`src/rtl/multiword_add_ctrl_pkg.sv`:
```
// multiword_add_ctrl_pkg: shared state encodings and default sizing for the multiword adder
package multiword_add_ctrl_pkg;
  typedef enum logic [1:0] {IDLE, RUN, DONE} state_t;
  localparam int N_DEF = 4;
  localparam int K_DEF = 4;
endpackage

```
`src/rtl/multiword_add_ctrl_cla.sv`:
```
// Carry_Look_Ahead_Adder_n_bit: N-bit adder built from generate/propagate terms
module Carry_Look_Ahead_Adder_n_bit #(
  parameter int N = 4
) (
  input  logic [N-1:0] a,
  input  logic [N-1:0] b,
  input  logic         cin,
  output logic [N-1:0] sum,
  output logic         cout
);
  logic [N-1:0] g;
  logic [N-1:0] p;
  logic [N:0]   c;
  assign g = a & b;
  assign p = a ^ b;
  // each carry is the generate of its bit or the propagated carry below it
  always_comb begin
    c[0] = cin;
    for (int i = 0; i < N; i++) c[i+1] = g[i] | (p[i] & c[i]);
  end
  assign sum  = p ^ c[N-1:0];
  assign cout = c[N];
endmodule

```
`src/rtl/multiword_add_ctrl.sv`:
```
// multiword_add_ctrl: adds two N*K-bit operands one N-bit word per cycle through a shared adder
module multiword_add_ctrl
  import multiword_add_ctrl_pkg::*;
#(
  parameter int N = N_DEF,
  parameter int K = K_DEF
) (
  input  logic           clk,
  input  logic           rst_n,
  input  logic           start,
  input  logic [N*K-1:0] a,
  input  logic [N*K-1:0] b,
  input  logic           cin,
  output logic           busy,
  output logic           done,
  output logic [N*K-1:0] sum,
  output logic           cout
);
  localparam int IW = (K > 1) ? $clog2(K) : 1;
  state_t         state;
  state_t         state_nxt;
  logic [IW-1:0]  idx;
  logic           carry;
  logic [N*K-1:0] a_r;
  logic [N*K-1:0] b_r;
  logic [N-1:0]   add_sum;
  logic           add_cout;
  logic           last;
  assign last = (idx == IW'(K - 1));
  assign busy = (state != IDLE);
  assign done = (state == DONE);
  Carry_Look_Ahead_Adder_n_bit #(.N(N)) u_add (
    .a    (a_r[idx*N +: N]),
    .b    (b_r[idx*N +: N]),
    .cin  (carry),
    .sum  (add_sum),
    .cout (add_cout)
  );
  // next state: accept start in IDLE, run K words, then a single DONE cycle
  always_comb begin
    state_nxt = state;
    state_nxt = (state == IDLE) ? (start ? RUN : IDLE) :
                (state == RUN)  ? (last ? DONE : RUN) : IDLE;
  end
  // state register plus operand capture and per-word result/carry update
  always_ff @(posedge clk) begin
    if (!rst_n) begin
      state <= IDLE;
      idx   <= '0;
      carry <= 1'b0;
      a_r   <= '0;
      b_r   <= '0;
      sum   <= '0;
      cout  <= 1'b0;
    end else begin
      state <= state_nxt;
      if (state == IDLE && start) begin
        a_r   <= a;
        b_r   <= b;
        carry <= cin;
        idx   <= '0;
        sum   <= '0;
        cout  <= 1'b0;
      end else if (state == RUN) begin
        sum[idx*N +: N] <= add_sum;
        carry           <= add_cout;
        if (!last) idx <= idx + IW'(1);
        if (last) cout <= add_cout;
      end
    end
  end
endmodule
```
`config.mk`:
```
export PLATFORM = sky130hd
export DESIGN_NAME = multiword_add_ctrl
export DESIGN_NICKNAME = d
export VERILOG_FILES = /design/src/rtl/multiword_add_ctrl_pkg.sv /design/src/rtl/multiword_add_ctrl_cla.sv /design/src/rtl/multiword_add_ctrl.sv
export SDC_FILE = /design/constraint.sdc
export NUM_CORES = 1
export LEC_CHECK = 0
export CAP_MARGIN = 10
export CORE_AREA = 2 2 73 75
export CTS_CLUSTER_DIAMETER = 100
export DETAILED_ROUTE_END_ITERATION = 6
export DIE_AREA = 0 0 75 77
export HOLD_SLACK_MARGIN = 0.05
export MAX_ROUTING_LAYER = met4
export PLACE_DENSITY = 0.86
export SLEW_MARGIN = 10
export SYNTH_ARGS = -nofsm -noshare
export SYNTH_HDL_FRONTEND = slang
export SYNTH_SLANG_ARGS = --single-unit
export TNS_END_PERCENT = 10
```
`constraint.sdc`:
```
create_clock -name clk -period 6.5 [get_ports clk]
set_input_delay 1.3 -clock clk [delete_from_list [all_inputs] [get_ports clk]]
set_output_delay 1.3 -clock clk [all_outputs]
set_load 0.02 [all_outputs]
```
==> qor.yml <==
vias_per_cell: 5.20
rsz0062_at_grt: "false"
power_frac_comb_pct: 15.7
initial_utilization_pct: 51.7
synth.avg_cell_area_sq_um: 9.43
fin_skew_ps: 8.29
die_y_microns: 77
synth-simple-area-share_pct: 23.8
worst_setup_path_end_kind: "register"
cts.sinks: 54
tns_ps: 0
relSlewSlack_pct: 23.9
io_pins: 55
diodes: 0
critPathMaxFanout: 18
crit_path_max_incr_delay_ps: 930
ys_ff_latch: 54
cts_hold_buf: 0
switching_share_pct: 25.5
yosys_warnings: 0
drive_gt1_share_pct: 8.46
vdd_drop_max_uv: 131
die_x_microns: 75
synthToLayoutAreaGrowth_pct: 23.8
insertion_delay_ps: 310
cts_resized: 0
wl_microns: 5030
period_share_pct: 51.9
crit_type: "register to register"
numPortBuffers: 54
power.switching_w: 0.000167
seqPwrFrac_pct: 54.9
antenna_found_initial: 0
cts_tree: "yes"
gp_congestion: 0.825
cts-root-buf: "clkbuf_8"
timing.hold.ws_ps: 451
placedCellCount: 381
post-place-ws_ps: 3120
dr.pass1.iters: 5
synthXorXnorAreaFrac_pct: 0.340
synth_fp_nets: 319
grt_pass1_wl_microns: 8540
gr-total-overflow: 0
worst_slew_pin_slew_ps: 1140
rows: 26
outcome: "finished, final reports clean"
drt.antenna.violating_nets: 0
synth_area_sq_um: 2570
setup_violations: 0
yosysUniqueCellTypes: 37
path_common_cell: "fa_1"
cp.arrival_ps: 3610
syn_inst: 273
track_usage_pct: 19.5
internal_power_w: 0.000486
crit_chain: "mux4_2 > fa_1 > inv_1 > fa_1 > fa_1 > or4_1 > a21oi_1"
drcViolationCount: 0
wl_per_cell_microns: 12.9
start_kind: "register"
hp-class: "register to register"
drv_cap: 0
coreArea_sq_um: 4980
path_clk_slew_ps: 90
total_power_w: 0.000653
cts_max_level: 2
grt_max_degree: 37
fin_cells: 389
cp_data_required_time_ps: 6740
drtIter0Drc: 82
synth_compound_area_share_pct: 13.8
grt_pass1_vias: 1896
cts_buffers: 5
p_leak_nw: 1.13
fmax_ghz: 0.297
ys_seq_area_share_pct: 42.0
timing.final.max_slew_violations: 0
synthMuxAreaShare_pct: 7.77
power_density_nw_per_um2: 205
final_net_count: 364
fillCellCount: 428
dp.final_hpwl_microns: 3690
cp_slowest_cell: "dfxtp_1"
layout_setup_ws_ps: 3130
synth_top_family_by_area: "simple AND/OR/NAND/NOR gates"
clockBufferDepth: 2
die-area_sq_um: 5780
postCtsSetupBuffers: 0
vias: 2023
hold_viol_final: 0
synth-adder-area-share_pct: 6.03
fin_crit_ps: 3370
clockPowerShare_pct: 29.4
-- worst max-delay path, delay by kind of cell, from the launching register on --
kind,cells,cell delay [ps]
AO/OA/AOI/OAI,1,150
AND/OR/NAND/NOR,1,510
buffers and inverters,1,70
multiplexers,1,620
flip-flops,1,930
adder cells (fa/ha/maj),3,1010
-- cells in the final DEF, fill, tap and decap left out, types with 3 or more instances in the layout --
master | Yosys | routed
clkdlybuf4s50_1 | 0 | 54
and3b_1 | 3 | 3
mux4_2 | 8 | 8
dfxtp_1 | 54 | 54
ha_1 | 6 | 6
nand4_1 | 4 | 4
fa_1 | 4 | 4
a21oi_1 | 18 | 18
nand3_1 | 5 | 5
nand3b_1 | 8 | 8
a21boi_0 | 3 | 3
nand2_1 | 80 | 80
inv_1 | 8 | 8
a21boi_1 | 29 | 29
clkbuf_8 | 0 | 6
-- state kept, by name (all words and copies together), names as in the netlist --
signal  cells
b_r        16
carry       1
sum        16
idx         2
cout        1
state       2
a_r        16
-- power by group through the flow --
stage	sequential, W	clock [W]	combinational, W
global placement	0.000365	0	0.000100
floorplan	0.000360	0	0.0000749
CTS	0.000358	0.000197	0.000103
finish	0.000358	0.000192	0.000102
detailed placement	0.000366	0	0.000103
global route	0.000361	0.000210	0.000114
-- cells in the mapped netlist (all sizes together) --
master | instances | area share (%)
inv | 8 | 1.2
mux2i | 2 | 0.78
o21ai | 1 | 0.34
o21a | 1 | 0.29
dfxtp | 54 | 42
a21boi | 32 | 9.3
and3 | 1 | 0.24
clkbuf | 5 | 0.78
or3b | 1 | 0.34
or4 | 2 | 0.58
mux4 | 8 | 7.0
a21bo | 1 | 0.39
nand4b | 2 | 0.68
buf | 13 | 4.3
nor2 | 2 | 0.29
and3b | 3 | 1.0
nand2 | 81 | 12
xnor2 | 1 | 0.34
fa | 4 | 3.1
or2 | 1 | 0.24
nor2b | 1 | 0.24
a21oi | 18 | 3.5
ha | 6 | 2.9
and2b | 2 | 0.68
nand3 | 5 | 0.97
nand2b | 1 | 0.24
nor3b | 5 | 2.5
nand3b | 8 | 2.3
nand4 | 4 | 0.97
-- per-stage QoR --
stage | util, % | cell area, sq um
6_report | 64.1 | 3190
5_1_grt | 64.1 | 3190
4_1_cts | 64.1 | 3190
3_5_place_dp | 62.1 | 3090
3_3_place_gp | 62.1 | 3090
2_1_floorplan | - | 2570
-- final cells by class --
type,count,area (sq um),share of cell area (%)
inverters,8,30.0,0.942
well taps,70,87.6,2.75
clock buffers,6,82.6,2.59
clock inverters,2,12.5,0.392
repair buffers,56,556,17.4
multi-input cells,193,1340,42.0
flip-flops and latches,54,1080,33.9
-- per-layer routing --
layer	track usage (%)	vias to the layer above	share of wire (%)
met1	24.5	943	44
li1	-	1010	-
met4	7.32	0	1.7
met3	3.15	9	4.2
met2	31.2	61	50
met5	-	-	0
-- worst paths after layout --
kind | end | startpoint | cells after the start | slack, ps
worst min register to register | sum[0] | sum[0] | 2 | 450
worst max-delay path | sum[14] | idx[0] | 7 | 3130
worst max register to register | sum[14] | idx[0] | 7 | 3130
worst min-delay path | sum[0] | sum[0] | 2 | 450
-- logic make-up after synthesis --
logic type | after synthesis
xor gates and xnor gates | 1
buffers and inverters | 26
muxes | 10
and+or+nand+nor | 119
DFF | 54
adders and majority gates | 10
AOI/OAI and AO/OA | 53
Power figures use the tool's default switching activity.
